<file path="config.mk">
export PLATFORM = sky130hd
export DESIGN_NAME = mul8_err_monitor
export DESIGN_NICKNAME = d
export VERILOG_FILES = /design/src/rtl/mul8_eval_pkg.sv /design/src/rtl/mul8_err_stage.sv /design/src/rtl/mul8_err_monitor.sv
export SDC_FILE = /design/constraint.sdc
export NUM_CORES = 1
export LEC_CHECK = 0
export ABC_AREA = 1
export BUFFER_PORTS_ARGS = -buffer_cell sky130_fd_sc_hd__buf_2
export CAP_MARGIN = 5
export CORE_ASPECT_RATIO = 0.7
export CORE_MARGIN = 2
export CORE_UTILIZATION = 23
export DETAILED_ROUTE_END_ITERATION = 10
export PLACE_DENSITY_LB_ADDON = 0.05
export SKIP_CTS_REPAIR_TIMING = 1
export SLEW_MARGIN = 15
export SYNTH_ARGS = -nofsm -noshare
export SYNTH_HDL_FRONTEND = slang
export SYNTH_HIERARCHICAL = 1
export SYNTH_SLANG_ARGS = --single-unit
export TNS_END_PERCENT = 1
</file>
<file path="constraint.sdc">
create_clock -name clk -period 6.7 [get_ports clk]
set_input_delay 0.67 -clock clk [delete_from_list [all_inputs] [get_ports clk]]
set_output_delay 0.67 -clock clk [all_outputs]
set_load 0.03 [all_outputs]
</file>
<file path="src/rtl/mul8_eval_pkg.sv">
// Shared types and helpers for the multiplier error monitor.
// Holds the product/operand widths, the run-control states and a 16-bit popcount.
package mul8_eval_pkg;

  localparam int PW  = 16;
  localparam int OPW = 8;

  typedef enum logic [1:0] {
    ST_IDLE,
    ST_RUN,
    ST_DRAIN,
    ST_DONE
  } state_e;

  function automatic logic [4:0] popcount16(input logic [PW-1:0] v);
    logic [4:0] cnt;
    cnt = '0;
    for (int i = 0; i < PW; i++) begin
      cnt = cnt + {4'd0, v[i]};
    end
    return cnt;
  endfunction

endpackage

</file>
<file path="src/rtl/mul8_err_stage.sv">
// Error stage: exact product, |error|, Hamming distance and mismatch flag, registered.
// flush_i drops the stage's valid so an aborted run cannot leak into the next one.
module mul8_err_stage
  import mul8_eval_pkg::*;
(
  input  logic           clk,
  input  logic           rst_n,
  input  logic           flush_i,
  input  logic           valid_i,
  input  logic [OPW-1:0] a_i,
  input  logic [OPW-1:0] b_i,
  input  logic [PW-1:0]  p_i,
  output logic           valid_o,
  output logic [PW-1:0]  abs_err_o,
  output logic [4:0]     hd_o,
  output logic           ne_o
);

  logic [PW-1:0] exact_d;
  logic [PW:0]   diff_d;
  logic [PW-1:0] abs_err_d;
  logic [4:0]    hd_d;
  logic          ne_d;

  logic          valid_q;
  logic [PW-1:0] abs_err_q;
  logic [4:0]    hd_q;
  logic          ne_q;

  always_comb begin
    exact_d   = PW'(a_i) * PW'(b_i);
    // The sign bit of the widened difference picks which way round to subtract.
    diff_d    = {1'b0, exact_d} - {1'b0, p_i};
    abs_err_d = diff_d[PW] ? (p_i - exact_d) : diff_d[PW-1:0];
    hd_d      = popcount16(exact_d ^ p_i);
    ne_d      = (exact_d != p_i);
  end

  always_ff @(posedge clk or negedge rst_n) begin
    if (!rst_n) begin
      valid_q   <= 1'b0;
      abs_err_q <= '0;
      hd_q      <= '0;
      ne_q      <= 1'b0;
    end else begin
      valid_q   <= flush_i ? 1'b0 : valid_i;
      abs_err_q <= abs_err_d;
      hd_q      <= hd_d;
      ne_q      <= ne_d;
    end
  end

  assign valid_o   = valid_q;
  assign abs_err_o = abs_err_q;
  assign hd_o      = hd_q;
  assign ne_o      = ne_q;

endmodule

</file>
<file path="src/rtl/mul8_err_monitor.sv">
// Scores an 8x8 multiplier under test: streams (a, b, p_dut) and accumulates
// sum/max of |error|, erroneous-sample count and summed Hamming distance.
module mul8_err_monitor
  import mul8_eval_pkg::*;
#(
  parameter int NW = 16
) (
  input  logic             clk,
  input  logic             rst_n,
  input  logic             start,
  input  logic [NW-1:0]    num_samples,
  input  logic             in_valid,
  output logic             in_ready,
  input  logic [OPW-1:0]   a,
  input  logic [OPW-1:0]   b,
  input  logic [PW-1:0]    p_dut,
  output logic             busy,
  output logic             done,
  output logic [PW+NW-1:0] sum_abs_err,
  output logic [PW-1:0]    max_abs_err,
  output logic [NW-1:0]    err_count,
  output logic [NW+4:0]    hd_sum
);

  state_e            state_q, state_d;
  logic [NW-1:0]     num_q;
  logic [NW-1:0]     acc_cnt_q;
  logic              s1_valid_q;
  logic [OPW-1:0]    s1_a_q, s1_b_q;
  logic [PW-1:0]     s1_p_q;
  logic [PW+NW-1:0]  sum_q;
  logic [PW-1:0]     max_q;
  logic [NW-1:0]     cnt_q;
  logic [NW+4:0]     hd_sum_q;

  logic              s2_valid;
  logic [PW-1:0]     s2_abs_err;
  logic [4:0]        s2_hd;
  logic              s2_ne;
  logic              accept;

  mul8_err_stage u_stage (
    .clk       (clk),
    .rst_n     (rst_n),
    .flush_i   (start),
    .valid_i   (s1_valid_q),
    .a_i       (s1_a_q),
    .b_i       (s1_b_q),
    .p_i       (s1_p_q),
    .valid_o   (s2_valid),
    .abs_err_o (s2_abs_err),
    .hd_o      (s2_hd),
    .ne_o      (s2_ne)
  );

  // start wins over a same-cycle handshake, so ready is masked while it is high.
  assign in_ready = (state_q == ST_RUN) && (acc_cnt_q < num_q) && !start;
  assign accept   = in_valid && in_ready;

  always_comb begin
    state_d = state_q;
    if (start) begin
      state_d = (num_samples == '0) ? ST_DONE : ST_RUN;
    end else begin
      case (state_q)
        ST_RUN:   if (accept && (acc_cnt_q + NW'(1) == num_q)) state_d = ST_DRAIN;
        ST_DRAIN: if (!s1_valid_q && !s2_valid) state_d = ST_DONE;
        default:  state_d = state_q;
      endcase
    end
  end

  always_ff @(posedge clk or negedge rst_n) begin
    if (!rst_n) begin
      state_q    <= ST_IDLE;
      num_q      <= '0;
      acc_cnt_q  <= '0;
      s1_valid_q <= 1'b0;
      s1_a_q     <= '0;
      s1_b_q     <= '0;
      s1_p_q     <= '0;
      sum_q      <= '0;
      max_q      <= '0;
      cnt_q      <= '0;
      hd_sum_q   <= '0;
    end else begin
      state_q <= state_d;
      if (start) begin
        num_q      <= num_samples;
        acc_cnt_q  <= '0;
        s1_valid_q <= 1'b0;
        sum_q      <= '0;
        max_q      <= '0;
        cnt_q      <= '0;
        hd_sum_q   <= '0;
      end else begin
        s1_valid_q <= accept;
        if (accept) begin
          acc_cnt_q <= acc_cnt_q + NW'(1);
          s1_a_q    <= a;
          s1_b_q    <= b;
          s1_p_q    <= p_dut;
        end
        if (s2_valid) begin
          sum_q    <= sum_q + (PW+NW)'(s2_abs_err);
          cnt_q    <= cnt_q + NW'(s2_ne);
          hd_sum_q <= hd_sum_q + (NW+5)'(s2_hd);
          if (s2_abs_err > max_q) max_q <= s2_abs_err;
        end
      end
    end
  end

  assign busy        = (state_q == ST_RUN) || (state_q == ST_DRAIN);
  assign done        = (state_q == ST_DONE);
  assign sum_abs_err = sum_q;
  assign max_abs_err = max_q;
  assign err_count   = cnt_q;
  assign hd_sum      = hd_sum_q;

endmodule

</file>
==> metrics.txt, run 1 <==
status=complete, but fails checks; failing checks=setup timing; Buf/Inv on CP=10; drt pass-1 iters=5; element type at the critical path end=flop; Crit path required time=~7.1 ns; Largest delay share family, worst path=adder cells; Hold Fails Final Rpt=0; worst-path fanout max=8; Slew HR=~43%; Total GRT Usage=15.2%; DRT antenna net count=0; Hold WS=0.142 ns; CP Class=reg -> reg; routability cong.=0.847; top_reg_cell synth=dfrtp_1; clock latency on the worst-skew pair=0.50 ns; final worst slack=-0.179 ns; Finished Cell Area=17200 sq um; vias=12.8k; Yosys cell types=56; Worst EP arrival=7.26 ns; DP HPWL=37200 microns; grt total ovfl=0; Area Growth Syn to Fin=19.4%; Seq/Total Area, Yosys=30.3%; Area contributors post-synth=dfrtp_1 (30%), nand2_1 (17%), ha_1 (11%); Syn Std Cell Area=14400 sq um; area leader, netlist=dfrtp_1; number of diodes=0; # DRC=0; DR vias/cell=4.24; Reg clk slew, reported paths=0.08 ns; clock buffer depth=2; antenna violations before repair=0; largest net degree at the start of global routing=72; crit-path max cell delay=about 0.52 ns; Synthesis Warnings=6; nets=2419; Port Buf Inserts=139; Least-Margin Pin Slew=0.849 ns; clk_skew=about 0.022 ns; Max H-tree Level=4; number of DRC markers in iteration 0=602; root buffer cell=clkbuf_16; clk sink count=175; Post-Place Cell Area=approximately 17000 sq um; Setup Viol. Count Final=3; share of cells above drive strength 1=between 10% and 20%; top cell type's share of synthesized area=30.3%; final WL=47000 microns; WL/cell=about 16 microns; Final period util=103%; crit path max-delay cell type=fa_1; Die W=just over 300 microns; core area=between 60000 and 70000 sq um; vias in the first global route=13.3k; Max Transition Viols Final=0; Syn Inst Count=about 2k; first-pass GRT wire length=75400 microns; Mean Syn Cell Area=7.17 sq um; number of I/O pins=140; fin crit period=6.88 ns; Fillers=6894; CP Launch Type=flop; Die Footprint=64800 sq um; chip height=214 microns; Rows=76; synthesized flop and latch total=175; CTS tree=built; Hold Path Class=in -> async; RSZ-0062 raised after global routing=true; EDFF count, synth=0; CTS Buf Count=17; fmax=145 MHz; Initial Util=23.4%; Max Cap Viol=0; Post-Syn Nets=2247; asr flop ratio synth=100%
==> routing by layer <==
| metal | up-vias | global-route usage (%) | part of all wire [%] |
|---|---|---|---|
| met2 | 161 | 23.3 | 42 |
| met3 | 28 | 2.63 | 3.2 |
| met5 | - | 0 | 0 |
| li1 | 6677 | - | - |
| met1 | 5934 | 22.2 | 53 |
| met4 | 0 | 3.72 | 1.3 |
==> flip-flops by register name, indices dropped and copies added, names as in the netlist, 2 cells and up <==
| name | cells |
|---|---|
| u_stage/abs_err_o | 16 |
| num_q | 16 |
| sum_abs_err | 32 |
| state_q | 2 |
| hd_sum | 21 |
| s1_a_q | 8 |
| s1_b_q | 8 |
| u_stage/hd_o | 5 |
| s1_p_q | 16 |
| err_count | 16 |
| acc_cnt_q | 16 |
| max_abs_err | 16 |
==> final cells by class <==
type,instances,area (sq um),share of cell area [%]
multi-input combinational,1418,8590,49.9
sequential,175,4390,25.5
inverter,365,1380,7.98
timing repair buffer,209,1240,7.21
tap,819,1020,5.95
clock buffer,17,425,2.47
clock inverter,15,179,1.04
==> kinds of logic (layout without fill, tap and decap cells) <==
logic type | Yosys count | count (layout) | synth area share [%]
XOR/XNOR | 46 | 46 | 2.90
adder cells (fa/ha/maj) | 181 | 181 | 18.3
buffers and inverters | 421 | 606 | 11.4
flip-flops | 175 | 175 | 30.3
AO/OA/AOI/OAI | 215 | 215 | 8.44
AND/OR/NAND/NOR | 976 | 976 | 28.7
==> worst reg2reg max path, delay by kind of cell, from the launching register on <==
family / cells / cell delay, ns
AO/OA/AOI/OAI: 3 / 0.42
XOR/XNOR: 1 / 0.18
adder cells (fa/ha/maj): 12 / 4.93
buffers and inverters: 10 / 0.55
flip-flops: 1 / 0.49
AND/OR/NAND/NOR: 2 / 0.20
==> path summary, 6_finish.rpt <==
path                       cells past startpoint         endpoint           from  slack (ns)
max in group asynchronous                      2        s1_a_q[5]          rst_n        5.26
setup / recovery                              28  u_stage/hd_o[1]      s1_a_q[3]       -0.18
hold reg to reg                                1    err_count[15]  err_count[15]        0.47
setup reg to reg                              28  u_stage/hd_o[1]      s1_a_q[3]       -0.18
hold / removal                                 1  sum_abs_err[31]          rst_n        0.14
min in group clk                               3        s1_p_q[7]       p_dut[7]        0.37
==> through the flow <==
| stage | TNS [ns] | instances | utilization, % | setup slack, ns |
|---|---|---|---|---|
| 2_1_floorplan | -0.0633 | 2014 | - | -0.0633 |
| 3_5_place_dp | -0.975 | 2984 | 26.7 | -0.332 |
| 3_3_place_gp | -0.864 | 2984 | 26.7 | -0.305 |
| 4_1_cts | -1.02 | 3016 | 27.7 | -0.349 |
| 5_1_grt | -1.44 | 3018 | 27.9 | -0.445 |
| 6_report | -0.384 | 3018 | 27.9 | -0.179 |
==> cells in the final DEF (no fill, tap or decap), types with 45 or more instances in the layout <==
master / synthesis / routed
nand2_1: 635 / 628
inv_1: 359 / 350
dfrtp_1: 175 / 163
buf_2: 10 / 138
nand3_1: 132 / 132
ha_1: 131 / 123
nor2_1: 95 / 94
a21oi_1: 94 / 90
o21ai_0: 80 / 78
buf_4: 4 / 69
fa_1: 50 / 45
==> cells in the mapped netlist, types with 6 or more instances <==
cell type	count
a21oi_1	94
a22o_1	6
buf_2	10
clkbuf_1	29
dfrtp_1	175
fa_1	50
ha_1	131
inv_1	359
nand2_1	635
nand2_2	11
nand3_1	132
nand4_1	38
nor2_1	95
nor2_2	7
nor3_1	28
nor4_1	6
o21ai_0	80
o22ai_1	7
xnor2_1	11
xor2_1	34
Power of run 1 is not shown: default switching activity piles up to over one toggle a cycle in this logic, so the estimate is an artifact.
==> run 2, diff against run 1 <==
--- a/config.mk
+++ b/config.mk
@@ -13,4 +13,5 @@
 export CORE_UTILIZATION = 23
 export DETAILED_ROUTE_END_ITERATION = 10
+export GPL_TIMING_DRIVEN = 0
 export PLACE_DENSITY_LB_ADDON = 0.05
 export SKIP_CTS_REPAIR_TIMING = 1
==> constraint.sdc (replaced) <==
create_clock -name clk -period 6.7 [get_ports clk]
set_input_delay 0.67 -clock clk [delete_from_list [all_inputs] [get_ports clk]]
set_output_delay 0.67 -clock clk [all_outputs]
set_load 0.01 [all_outputs]
==> run 2 against run 1 <==
  * The flow still finishes with violations (setup timing)
  * Register-to-register slack worse by 0.31 ns
  * Sequential cell count unchanged
  * Clock skew down 0.0089 ns
  * Utilization down 0.17 points
  * Cell count down 0.27%
  * Wire length up 1.7%
  * Maximum frequency down 4.4%
  * Die area unchanged
  * Clock-buffer cell count up 4
  * Design area down 0.62%
  * Sequential share of layout area up 0.071 points
  * Critical path type unchanged
==> metrics.txt, run 2 (synthesized netlist as in run 1, its figures left out) <==
Hold Fails Final Rpt=0; most used cell, CP=fa_1; R2R Path Start=s1_b_q[2]; Slew HR=46.6%; WL/cell=around 16 microns; Max H-tree Level=4; crit-path max cell delay=0.58 ns; Worst setup startpoint=s1_b_q[2]; final WL=47800 microns; Initial Util=approximately a quarter; element type at the critical path end=flop; FF-to-FF End=u_stage/hd_o[1]; Setup Viol. Count Final=5; Crit path required time=7.09 ns; number of DRC markers in iteration 0=571; fin crit period=around 7.2 ns; core area=61800 sq um; # DRC=0; commonest non-fill, non-tap cell in the layout=nand2_1; DR vias/cell=4.27; clock latency on the worst-skew pair=between 0.4 and 0.5 ns; most frequent cells in the layout=nand2_1 (627), inv_1 (348), dfrtp_1 (175); Least-Margin Pin Slew=~0.8 ns; Max Transition Viols Final=0; chip height=214 microns; drt pass-1 iters=5; Final period util=107%; fmax=139 MHz; root buffer cell=clkbuf_16; number of I/O pins=140; routability cong.=0.824; Die Footprint=~65000 sq um; Worst EP arrival=7.59 ns; CP Launch Type=flop; Finished Cell Area=about 17000 sq um; Post-Place Cell Area=16400 sq um; final worst slack=-0.493 ns; DRT antenna net count=0; CP Class=reg -> reg; setup slack, reg-to-reg=-0.49 ns; Hold Path Class=in -> async; worst-path fanout max=8; Max Cap Viol=0; failing checks=setup timing; Port Buf Inserts=approximately 140; Rows=76; largest net degree at the start of global routing=80; Reg clk slew, reported paths=0.08 ns; CTS Buf Count=17; status=complete, but fails checks; antenna violations before repair=1; Core Util, Final=between 20% and 30%; CTS tree=built; first-pass GRT wire length=75600 microns; vias in the first global route=approximately 13k; post-placement worst setup slack=-0.753 ns; Area Growth Syn to Fin=18.6%; clk_skew=0.0131 ns; max reg flops=32; Hold WS=0.0688 ns; share of cells above drive strength 1=13.3%; RSZ-0062 raised after global routing=true; clock buffer depth=2; grt total ovfl=0; DP HPWL=39100 microns; vias=12.9k; clk sink count=175; crit path max-delay cell type=fa_2; number of diodes=0; Total GRT Usage=between 10% and 20%; Die W=slightly above 300 microns; path depth of the worst reg2reg path=29; nets=2411
==> run 2: worst max-delay path, delay by kind of cell (launching register included) <==
family / cells / cell delay, ns
AOI/OAI and AO/OA: 1 / 0.14
DFF: 1 / 0.38
xor gates and xnor gates: 1 / 0.40
and+or+nand+nor: 3 / 0.22
buffers and inverters: 12 / 0.73
adders and majority gates: 12 / 5.19
==> run 2: worst max-delay path by stage <==
stage | end | slack (ns) | depth (start not counted)
floorplan | u_stage/hd_o[1] | -0.06 | 29
global placement | u_stage/hd_o[1] | -0.77 | 29
detailed placement | u_stage/hd_o[4] | -0.75 | 29
CTS | u_stage/hd_o[4] | -0.82 | 29
global route | u_stage/hd_o[1] | -0.80 | 29
finish | u_stage/hd_o[1] | -0.49 | 29
==> run 2: area by class of cell <==
class                      count  area (sq um)
sequential                   175          4380
clock inverter                11           108
buffer                        56           395
multi-input combinational   1418          8590
fill                        6930         44700
clock buffer                  21           460
inverter                     365          1380
tap                          819          1020
timing repair buffer         145           791
==> run 2: metrics by stage <==
step / setup TNS [ns] / instances
floorplan: -0.0633 / 2014
global placement: -3.09 / 2972
detailed placement: -2.95 / 2974
CTS: -3.25 / 3006
global route: -3.28 / 3010
finish: -1.68 / 3010
==> run 2: layer usage <==
| metal | GRT usage [%] | wire length [microns] | part of all wire [%] |
|---|---|---|---|
| met5 | 0 | 0 | 0 |
| met4 | 4.39 | 669 | 1.4 |
| met3 | 1.93 | 1310 | 2.7 |
| met2 | 23.2 | 20000 | 42 |
| met1 | 23.1 | 25800 | 54 |
Power of run 2 is left out for the same reason.
==> run 3, diff against run 2 <==
Settings changed: REMOVE_ABC_BUFFERS set to 1.
==> run 3 against run 2 <==
  * The flow still finishes with violations (setup timing)
  * Maximum frequency is essentially flat
  * Register-to-register slack about the same
  * Sequential cell count is the same
  * Via count grew 0.54%
  * Die area unchanged
  * Critical path depth up 3
  * Wire length fell by 3.3%
  * Global-route usage fell by 0.56 points
  * Largest cell class unchanged
  * Highest routed layer unchanged
==> metrics.txt, run 3 (synthesized netlist as in run 1, its figures left out) <==
final worst slack=-0.488 ns; final WL=between 40000 and 50000 microns; Hold Path Class=in -> reg; fin crit period=7.19 ns; Reg area=~4400 sq um; number of I/O pins=140; Max Transition Viols Final=0; clock buffer depth=2; most used cell, CP=fa_1; first-pass GRT wire length=73700 microns; clk sink count=175; Port Buf Inserts=around 140; core area=61800 sq um; Max H-tree Level=4; share of cells above drive strength 1=14.5%; Slew HR=around a quarter; vias in the first global route=12.9k; WL/cell=about 15 microns; element type at the critical path end=flop; Largest delay share family, worst path=adder cells; clk_skew=0.0182 ns; CTS tree=built; DP HPWL=about 36000 microns; failing checks=setup timing; Crit path required time=7.10 ns; crit path max-delay cell type=fa_1; post-placement worst setup slack=-1.21 ns; number of diodes=0; largest net degree at the start of global routing=85; Multi-input gate area=8670 sq um; Initial Util=23.4%; Total GRT Usage=14.9%; max reg flops=32; CTS Buf Count=17; # DRC=0; Setup Viol. Count Final=5; nets=between 2k and 2.5k; routability cong.=between 0.7 and 0.8; worst-path fanout max=7; status=complete, but fails checks; chip height=~210 microns; commonest non-fill, non-tap cell in the layout=nand2_1; antenna violations before repair=0; DR vias/cell=4.32; root buffer cell=clkbuf_16; Least-Margin Pin Slew=1.13 ns; Reg clk slew, reported paths=0.08 ns; Hold Fails Final Rpt=0; number of DRC markers in iteration 0=about 630; crit-path max cell delay=0.56 ns; drt pass-1 iters=5; Area Growth Syn to Fin=19.0%; fmax=139 MHz; Rows=76; CP Class=reg -> reg; DRT antenna net count=0; Final period util=107%; clock latency on the worst-skew pair=around 0.5 ns; Fillers=6866; grt total ovfl=0; Max Cap Viol=0; RSZ-0062 raised after global routing=true; most frequent cells in the layout=nand2_1 (625), inv_1 (348), dfrtp_1 (161); vias=12.9k; CP Launch Type=flop; Die W=303 microns; Die Footprint=64800 sq um; Buf/Inv on CP=13; Worst EP arrival=7.58 ns
==> run 3: changes by cell type in the layout (fill, tap and decap cells not counted), sizes merged <==
cell	before	now
clkinvlp	4	2
inv	364	370
clkbuf	49	17
buf	173	180
dlygate4sd3	0	1
==> run 3: layout make-up <==
| class | instances | share of cell area, % |
|---|---|---|
| repair buffers | 181 | 6.43 |
| multi-input cells | 1418 | 50.5 |
| clock buffers | 17 | 2.48 |
| flip-flops and latches | 175 | 25.6 |
| well taps | 819 | 5.97 |
| clock inverters | 15 | 0.984 |
| inverters | 365 | 8.04 |
==> run 3: tightest hold or removal path, delay by kind of cell <==
| family | cells | cell delay, ns |
|---|---|---|
| buffers and inverters | 1 | 0.07 |
| AND/OR/NAND/NOR | 2 | 0.09 |
==> run 3: path summary, 6_finish.rpt <==
path | start | endpoint | slack, ns | cells after the start
min in group asynchronous | rst_n | s1_a_q[5] | 0.58 | 2
hold reg to reg | err_count[15] | err_count[15] | 0.46 | 1
hold / removal | a[5] | s1_a_q[5] | 0.37 | 3
max in group asynchronous | rst_n | sum_abs_err[24] | 4.97 | 4
setup / recovery | s1_b_q[3] | u_stage/hd_o[1] | -0.49 | 32
setup reg to reg | s1_b_q[3] | u_stage/hd_o[1] | -0.49 | 32
==> run 3: metal layers <==
layer / GRT usage, % / share of wire, %
met1: 22.7 / 55
met3: 2.37 / 2.8
met2: 21.7 / 41
met4: 3.63 / 0.94
met5: 0 / 0
==> run 3: stage by stage <==
stage | TNS [ns] | cells | hold WS, ns | area (sq um) | util (%)
final | -1.61 | 2990 | 0.368 | 17200 | 27.8
after global routing | -3.11 | 2990 | 0.346 | 17200 | 27.8
after CTS | -5.46 | 2952 | -0.0460 | 16600 | 26.8
after detailed placement | -5.27 | 2920 | 0.460 | 16000 | 25.9
after global placement | -5.21 | 2916 | 0.451 | 15900 | 25.7
after floorplan | -1.43 | 1958 | 0.374 | 14200 | -
Power of run 3 is left out for the same reason.
